File: config.mk
export PLATFORM = sky130hd
export DESIGN_NAME = id_ex_stage
export DESIGN_NICKNAME = d
export VERILOG_FILES = /design/src/rtl/id_ex_stage.sv
export SDC_FILE = /design/constraint.sdc
export NUM_CORES = 1
export LEC_CHECK = 0
export ABC_CLOCK_PERIOD_IN_PS = 4700
export BUFFER_PORTS_ARGS = -buffer_cell sky130_fd_sc_hd__buf_2
export CAP_MARGIN = 20
export CORE_ASPECT_RATIO = 0.7
export CORE_MARGIN = 5
export CORE_UTILIZATION = 45
export CTS_CLUSTER_SIZE = 10
export DETAILED_ROUTE_END_ITERATION = 16
export GPL_TIMING_DRIVEN = 0
export PLACE_DENSITY_LB_ADDON = 0.15
export SYNTH_ARGS = -nofsm -noshare
export SYNTH_HDL_FRONTEND = slang
export SYNTH_SLANG_ARGS = --single-unit
File: constraint.sdc
create_clock -name clk -period 4.7 [get_ports clk]
set_input_delay 0.94 -clock clk [delete_from_list [all_inputs] [get_ports clk]]
set_output_delay 0.94 -clock clk [all_outputs]
set_load 0.01 [all_outputs]
File: src/rtl/id_ex_stage.sv
// Decode stage and ID/EX pipeline register: decodes IF/ID into ALU opcode/operands,
// forwards MEM/WB results, detects load/ALU hazards and inserts bubbles on stall or flush.
module id_ex_stage (
  input  logic        clk,
  input  logic        rst_n,
  input  logic        if_id_valid,
  input  logic [31:0] if_id_instr,
  input  logic [31:0] rs_data,
  input  logic [31:0] rt_data,
  input  logic        ex_flush,
  input  logic [4:0]  mem_rd,
  input  logic [4:0]  wb_rd,
  input  logic        mem_regwrite,
  input  logic        wb_regwrite,
  input  logic        mem_memread,
  input  logic [31:0] mem_result,
  input  logic [31:0] wb_result,
  output logic        stall,
  output logic        ex_valid,
  output logic [4:0]  ex_aluop,
  output logic [31:0] ex_a,
  output logic [31:0] ex_b,
  output logic [31:0] ex_store_data,
  output logic [4:0]  ex_rd,
  output logic        ex_regwrite,
  output logic        ex_memread,
  output logic        ex_memwrite
);
  localparam int unsigned XLEN = 32;
  localparam int unsigned RW   = 5;
  localparam int unsigned OPW  = 5;

  localparam logic [5:0] OP_RTYPE = 6'b000000;
  localparam logic [5:0] OP_ADDI  = 6'b001000;
  localparam logic [5:0] OP_ADDIU = 6'b001001;
  localparam logic [5:0] OP_ORI   = 6'b001101;
  localparam logic [5:0] OP_LUI   = 6'b001111;
  localparam logic [5:0] OP_LW    = 6'b100011;
  localparam logic [5:0] OP_SW    = 6'b101011;
  localparam logic [5:0] OP_BEQ   = 6'b000100;

  localparam logic [OPW-1:0] ALU_NONE = 5'b00000;
  localparam logic [OPW-1:0] ALU_ADD  = 5'b00001;
  localparam logic [OPW-1:0] ALU_ADDU = 5'b00010;
  localparam logic [OPW-1:0] ALU_SUBU = 5'b00011;
  localparam logic [OPW-1:0] ALU_AND  = 5'b00100;
  localparam logic [OPW-1:0] ALU_OR   = 5'b00101;
  localparam logic [OPW-1:0] ALU_SLT  = 5'b00110;
  localparam logic [OPW-1:0] ALU_LUI  = 5'b00111;
  localparam logic [OPW-1:0] ALU_BEQ  = 5'b01000;

  logic [5:0]      opcode, funct;
  logic [RW-1:0]   rs, rt, rd;
  logic [15:0]     imm;
  logic            unused_shamt;

  assign opcode       = if_id_instr[31:26];
  assign rs           = if_id_instr[25:21];
  assign rt           = if_id_instr[20:16];
  assign rd           = if_id_instr[15:11];
  assign funct        = if_id_instr[5:0];
  assign imm          = if_id_instr[15:0];
  assign unused_shamt = ^if_id_instr[10:6];

  logic            dec_valid, use_rs, use_rt, use_imm, imm_sext, dst_rd;
  logic            dec_rw, dec_mr, dec_mw;
  logic [OPW-1:0]  dec_aluop;

  // Instruction decode; unknown opcodes/functs leave dec_valid low (bubble)
  always_comb begin
    dec_valid = 1'b0;
    dec_aluop = ALU_NONE;
    use_rs    = 1'b0;
    use_rt    = 1'b0;
    use_imm   = 1'b0;
    imm_sext  = 1'b0;
    dst_rd    = 1'b0;
    dec_rw    = 1'b0;
    dec_mr    = 1'b0;
    dec_mw    = 1'b0;
    case (opcode)
      OP_RTYPE: begin
        case (funct)
          6'b100000: dec_aluop = ALU_ADD;
          6'b100001: dec_aluop = ALU_ADDU;
          6'b100011: dec_aluop = ALU_SUBU;
          6'b100100: dec_aluop = ALU_AND;
          6'b100101: dec_aluop = ALU_OR;
          6'b101010: dec_aluop = ALU_SLT;
          default:   dec_aluop = ALU_NONE;
        endcase
        dec_valid = (dec_aluop != ALU_NONE);
        use_rs    = dec_valid;
        use_rt    = dec_valid;
        dst_rd    = dec_valid;
        dec_rw    = dec_valid;
      end
      OP_ADDI:  begin dec_valid = 1'b1; dec_aluop = ALU_ADD;  use_rs = 1'b1; use_imm = 1'b1; imm_sext = 1'b1; dec_rw = 1'b1; end
      OP_ADDIU: begin dec_valid = 1'b1; dec_aluop = ALU_ADDU; use_rs = 1'b1; use_imm = 1'b1; imm_sext = 1'b1; dec_rw = 1'b1; end
      OP_ORI:   begin dec_valid = 1'b1; dec_aluop = ALU_OR;   use_rs = 1'b1; use_imm = 1'b1; dec_rw = 1'b1; end
      OP_LUI:   begin dec_valid = 1'b1; dec_aluop = ALU_LUI;  use_imm = 1'b1; dec_rw = 1'b1; end
      OP_LW:    begin dec_valid = 1'b1; dec_aluop = ALU_ADDU; use_rs = 1'b1; use_imm = 1'b1; imm_sext = 1'b1; dec_rw = 1'b1; dec_mr = 1'b1; end
      OP_SW:    begin dec_valid = 1'b1; dec_aluop = ALU_ADDU; use_rs = 1'b1; use_rt = 1'b1; use_imm = 1'b1; imm_sext = 1'b1; dec_mw = 1'b1; end
      OP_BEQ:   begin dec_valid = 1'b1; dec_aluop = ALU_BEQ;  use_rs = 1'b1; use_rt = 1'b1; end
      default:  ;
    endcase
  end

  // Operand forwarding: MEM (non-load) beats WB beats register file; $0 is hard zero
  logic [XLEN-1:0] rs_fwd, rt_fwd;
  assign rs_fwd = (rs == '0) ? '0 :
                  (mem_regwrite && !mem_memread && mem_rd == rs) ? mem_result :
                  (wb_regwrite && wb_rd == rs) ? wb_result : rs_data;
  assign rt_fwd = (rt == '0) ? '0 :
                  (mem_regwrite && !mem_memread && mem_rd == rt) ? mem_result :
                  (wb_regwrite && wb_rd == rt) ? wb_result : rt_data;

  // A source is busy while its producer sits in EXE, or is a load still in MEM
  logic haz_rs, haz_rt, hazard;
  assign haz_rs = use_rs && (rs != '0) &&
                  ((ex_valid && ex_regwrite && ex_rd == rs) ||
                   (mem_regwrite && mem_memread && mem_rd == rs));
  assign haz_rt = use_rt && (rt != '0) &&
                  ((ex_valid && ex_regwrite && ex_rd == rt) ||
                   (mem_regwrite && mem_memread && mem_rd == rt));
  assign hazard = dec_valid && (haz_rs || haz_rt);
  assign stall  = if_id_valid && hazard && !ex_flush;

  logic            load;
  logic [XLEN-1:0] nxt_b;
  logic [RW-1:0]   nxt_rd;
  assign load   = if_id_valid && dec_valid && !ex_flush && !hazard;
  assign nxt_b  = !use_imm ? rt_fwd :
                  imm_sext ? {{16{imm[15]}}, imm} : {16'b0, imm};
  assign nxt_rd = dst_rd ? rd : (dec_rw ? rt : '0);

  // ID/EX latch: decoded instruction or all-zero bubble
  always_ff @(posedge clk or negedge rst_n) begin
    if (!rst_n) begin
      ex_valid      <= 1'b0;
      ex_aluop      <= '0;
      ex_a          <= '0;
      ex_b          <= '0;
      ex_store_data <= '0;
      ex_rd         <= '0;
      ex_regwrite   <= 1'b0;
      ex_memread    <= 1'b0;
      ex_memwrite   <= 1'b0;
    end else if (load) begin
      ex_valid      <= 1'b1;
      ex_aluop      <= dec_aluop;
      ex_a          <= rs_fwd;
      ex_b          <= nxt_b;
      ex_store_data <= dec_mw ? rt_fwd : '0;
      ex_rd         <= nxt_rd;
      ex_regwrite   <= dec_rw;
      ex_memread    <= dec_mr;
      ex_memwrite   <= dec_mw;
    end else begin
      ex_valid      <= 1'b0;
      ex_aluop      <= '0;
      ex_a          <= '0;
      ex_b          <= '0;
      ex_store_data <= '0;
      ex_rd         <= '0;
      ex_regwrite   <= 1'b0;
      ex_memread    <= 1'b0;
      ex_memwrite   <= 1'b0;
    end
  end
endmodule

## Word-level counts from Yosys, hierarchy flattened

Cells that the tools add are included.

- Muxes and demuxes: 32
- Reductions and logical operators: 40
- Equal/unequal tests: 19

Operators with widths:

| kind | number |
|---|---|
| $mux 32 | 12 |
| $eq 6x6->1 const B | 8 |
| $eq 5x5->1 | 6 |
| $pmux 5 s6 | 1 |
| $mux 5 | 5 |
| $eq 6x4->1 const B | 4 |
| $logic_and 1x1->1 | 21 |
| $pmux 3 s6 | 1 |
| $reduce_bool 5->1 | 3 |
| $reduce_or 6->1 | 2 |
| $logic_not 5->1 | 2 |
| $mux 1 | 9 |
| $pmux 1 s2 | 4 |
| $reduce_or 7->1 | 1 |
| $eq 6x3->1 const B | 1 |
| $logic_not 6->1 | 1 |
| $reduce_or 5->1 | 1 |
| $reduce_or 4->1 | 1 |
| $logic_not 1->1 | 3 |
| $logic_or 1x1->1 | 3 |
| $reduce_or 3->1 | 1 |
| $reduce_or 2->1 | 1 |

- Input bits: 177
- Flip-flop bits (word level): 110
- Output and inout port bits: 111
- Word-level logic and storage cells: 100

## Longest topological paths before layout

- Word-level depth: 12
- Depth in mapped cells: 10
- Depth with buffers taken out: 6

## Least setup slack after synthesis

No wires, ideal clock.

- Kind: input to output
- Start point: input if_id_instr[28]
- End point: output stall
- Arrival time: 2.559 ns
- Stages: 6
- Path slack: 1.201 ns
- Cell sequence: or4b_4 a31o_2 o41ai_1 o211a_2 clkbuf_1 o21a_1

- Word-level cells in the longest chain between the ends: 9
- Elaborated cells on any way between the ends: 22
- Those cells by class: 7 x eq/ne; 3 x mux; 12 x reduce/logical

RTL lines:

| element | line | RTL |
|---|---|---|
| start, declared | 7 | `input logic [31:0] if_id_instr,` |
| $eq 6x3->1 (tied with other cells) | 81 | `case (opcode)` |
| $reduce_or 6->1 (no source line) / $reduce_or 2->1 (equally long branches) | -- |  |
| $pmux 1 s2 | 81 |  |
| $logic_and 1x1->1, on equally long branches (2 in series) | 120, 123 |  |
| $logic_or 1x1->1 | 126 | `assign hazard = dec_valid && (haz_rs \|\| haz_rt);` |
| $logic_and 1x1->1 (*) | 126 |  |
| $logic_and 1x1->1 (*) (2 in series) | 127 | `assign stall = if_id_valid && hazard && !ex_flush;` |
| end, declared | 18 | `output logic stall,` |

Every way passes the cells marked *; elsewhere a longest branch is shown, timed or not.

## Worst setup path after layout

- Start point: input if_id_instr[3]
- End point: output stall

- Word-level cells in the longest chain between the ends: 11
- Elaborated cells on any way between the ends: 20
- Those cells by class: 6 x eq/ne; 5 x mux; 9 x reduce/logical

RTL lines:

| element | line | RTL |
|---|---|---|
| $eq 6x6->1 | 83 | `case (funct)` |
| $pmux 3 s6 (*) | 83 |  |
| $mux 5 (*) | 81 |  |
| $reduce_bool 5->1 (*) | 92 | `dec_valid = (dec_aluop != ALU_NONE);` |
| $pmux 1 s2 | 81 |  |
| $logic_and 1x1->1, on equally long branches (2 in series) | 120, 123 |  |
| $logic_or 1x1->1 | 126 |  |
| $logic_and 1x1->1 (*) | 126 |  |
| $logic_and 1x1->1 (*) (2 in series) | 127 |  |

Every way passes the cells marked *; elsewhere a longest branch is shown, timed or not. The select of a mux whose other input is x is not followed.

==> reports/results.tsv <==
stage	metric	value	unit
clocking	Num CTS Buffers	9	
yosys	Syn Inst Count	616	
setup_path	CP most frequent cell	buf_2	
placement	Post-DP Area	7610	um2
yosys	Synth Register Bits	109	
power_and_ir_drop	sequential cell fraction of total power	0.473	
die	core area	13100	um2
die	total die area	15700	um2
timing	final worst setup slack	504	ps
clocking	root buffer cell	clkbuf_16	
timing	final setup TNS	0	ps
yosys	top_reg_cell synth	dfrtp_1	
power_and_ir_drop	pwr/cell area	253	nW/um2
finish	area occupied by registers	2730	um2
power_and_ir_drop	Peak supply drop	0.000190	V
min_path	hold crit path type	primary input to asynchronous set/reset pin	
clocking	CTS tree	built	
timing	final setup vio count	0	
yosys	largest area contributor in the netlist	dfrtp_1	
routing	DRT Pass-1 Iters	7	
timing	f_max	238	MHz
yosys	Synth Area per Inst	9.69	um2
timing	Final Critical Period	4200	ps
setup_path	slowest stage delay, CP	560	ps
yosys	Post-Synthesis Net Count	793	
timing	Slew @ Worst Pin	775	ps
power_and_ir_drop	Internal	1440	uW
die	chip height	106	um
grt	GRT Util Overall	0.291	
timing	Rel. slew slack	0.483	
status	status	complete, no violations	
run	max_cap viols	0	
clocking	worst skew pair latency	350	ps
finish	most common cell after layout, fill and taps aside	buf_2	
placement	I/O Buffers	281	
timing	RSZ-0062 raised after global routing	false	
routing	via count	6327	
die	initial core utilization	0.456	
setup_path	CP arrival	3260	ps
setup_path	slowest CP cell	o41ai_1	
routing	# DRC	0	
clocking	post-CTS setup buffers	0	
clocking	clock buffer depth	2	
setup_path	Crit Path Max Fanout	10	
finish	# fillers	1148	
placement	Final Wtd Congestion	0.921	
finish	number of nets in the layout	1086	
setup_path	crit-path cells	buf_2 > nor3b_1 > nor4_4 > o41ai_1 > o211a_2 > clkbuf_1 > o21a_1 > buf_2	
setup_path	Buf+Inv Stages, Crit Path	3	
die	FP Rows	35	
placement	placed insts	1064	
timing	max-slew violation count	0	
power_and_ir_drop	Leak Pwr	0.00399	uW
grt	grt ovf	0	
setup_path	kind of end point of the critical path	primary output	
grt	largest net degree at the start of global routing	59	
clocking	clk sinks	109	
power_and_ir_drop	total power	2000	uW
clocking	post-cts resize count	0	
setup_path	Critical Path RT	3760	ps
yosys	Post-Syn Area	5970	um2
setup_path	Worst path top cell family by delay	compound AO/OA/AOI/OAI gates	
die	io pins	288	
routing	Iter 0 DRT Violations	597	
clocking	Reg clk slew, reported paths	80	ps
placement	Place WS	513	ps
clocking	H-tree Lvls	3	
timing	Final Hold Fails	0	
clocking	hold_buf cts	0	
finish	fraction of layout cells with a size suffix above 1	0.387	
yosys	Post-synth ARST share	1.00	
power_and_ir_drop	Comb power frac	0.156	
grt	initial antenna violation count	2	
power_and_ir_drop	Net Sw Power	558	uW
yosys	largest cells by area after synthesis	dfrtp_1 (46%), mux2i_1 (7.7%), a211oi_1 (4.4%)	
placement	post-DP HPWL	18700	um
routing	DR WL/cell	21.8	um
grt	first-pass GRT wire length	35300	um
finish	Multi-input gate area	2970	um2
routing	Detail Route Antenna Nets	0	
yosys	sequential-to-total area share from yosys stat	0.457	
setup_path	Setup crit start kind	primary input	
power_and_ir_drop	Clk pwr share	0.371	
finish	commonest cells after routing, fill and taps aside	buf_2 (295), dfrtp_1 (109), nand2_1 (62), nor2_1 (62), mux2i_1 (46)	
finish	final instance area	7900	um2
finish	post-route insts no fill	1080	
finish	Diodes inserted	0	
routing	vias per cell	5.86	
die	Chip Width	148	um
yosys	EDFF count, synth	0	
timing	Tcrit/Tclk final	0.893	
finish	Area Growth Syn to Fin	32.3	%
yosys	synth unique cells	55	
routing	Routed Wire Length	23500	um
power_and_ir_drop	Sw Ratio	0.279	
setup_path	Setup Crit Path Kind	primary input to primary output	
yosys	top cell type's share of synthesized area	0.457	
timing	Final Skew	9.15	ps
grt	number of global-route vias before repair	6284	
yosys	Ys Warns	0	
==> power groups by stage <==
| stage | sequential, uW | clock, uW | combinational, uW |
|---|---|---|---|
| after detailed placement | 964 | 0 | 307 |
| after floorplan | 967 | 0 | 131 |
| final | 945 | 741 | 312 |
| after global routing | 946 | 793 | 337 |
| after global placement | 964 | 0 | 299 |
| after CTS | 945 | 755 | 309 |
==> Yosys cell counts (4+ instances only) <==
cell type / n
a2111oi_0: 15
a211o_1: 13
a211oi_1: 35
a21oi_1: 25
a21oi_2: 11
a22oi_1: 5
a31o_2: 18
buf_2: 15
clkbuf_1: 38
dfrtp_1: 109
inv_1: 5
mux2i_1: 46
nand2_1: 62
nand2b_1: 4
nand3_1: 4
nand4_1: 4
nor2_1: 62
nor3_1: 12
nor4_1: 21
o21a_1: 4
o21ai_0: 20
o41ai_1: 17
or3_1: 6
xnor2_1: 26
xor2_1: 5
==> flip-flops by register name, summed over array words and instances (netlist names) <==
signal         count
ex_memread         1
ex_valid           1
ex_regwrite        1
ex_rd              5
ex_b              32
ex_store_data     32
ex_memwrite        1
ex_aluop           4
ex_a              32
==> kinds of logic (layout without fill, tap and decap cells) <==
logic type             Yosys count  in the layout  synth area share
AND/OR/NAND/NOR                194            194             0.158
AO/OA/AOI/OAI                  172            172             0.216
flip-flops                     109            109             0.457
buffers and inverters           63            361            0.0455
multiplexers                    46             46            0.0771
XOR/XNOR                        31             31            0.0455
other                            1              1          0.000628
==> metal layers <==
metal,share of wire,track usage,vias up
met3,0.10,0.0754,53
met4,0.025,0.0831,4
met5,0.0011,0,-
met1,0.43,0.404,3036
met2,0.44,0.450,383
li1,-,-,2851
==> worst register-to-register path, cell delays in order (launching register included) <==
cell      delay [ps]
dfrtp_1          440
xnor2_1          200
nand3_1          110
o32ai_1          170
o211ai_2         190
nand4_1          300
clkbuf_1         430
a211oi_1         160
==> final timing paths <==
path	from	endpoint	slack [ps]	depth (start not counted)
min	rst_n	ex_b[10]	650	1
max in group asynchronous	rst_n	ex_b[25]	3310	2
min reg2reg	ex_valid	ex_a[30]	990	4
max	if_id_instr[3]	stall	500	8
max reg2reg	ex_rd[1]	ex_a[31]	2520	7
min in group clk	if_id_instr[4]	ex_b[4]	830	3
==> metrics by stage <==
step | hold WS [ps] | util
2_1_floorplan | 644 | -
3_3_place_gp | 949 | 0.579
3_5_place_dp | 941 | 0.581
4_1_cts | 673 | 0.603
5_1_grt | 717 | 0.603
6_report | 651 | 0.603
==> area by class of cell <==
class                   instances  share of cell area
clock inverters                 6             0.00697
plain buffers                  58              0.0320
multi-input cells             444               0.376
clock buffers                  10              0.0290
flip-flops and latches        109               0.345
well taps                     166              0.0263
repair buffers                282               0.182
inverters                       5             0.00238
(Power assumes the default switching activity.)
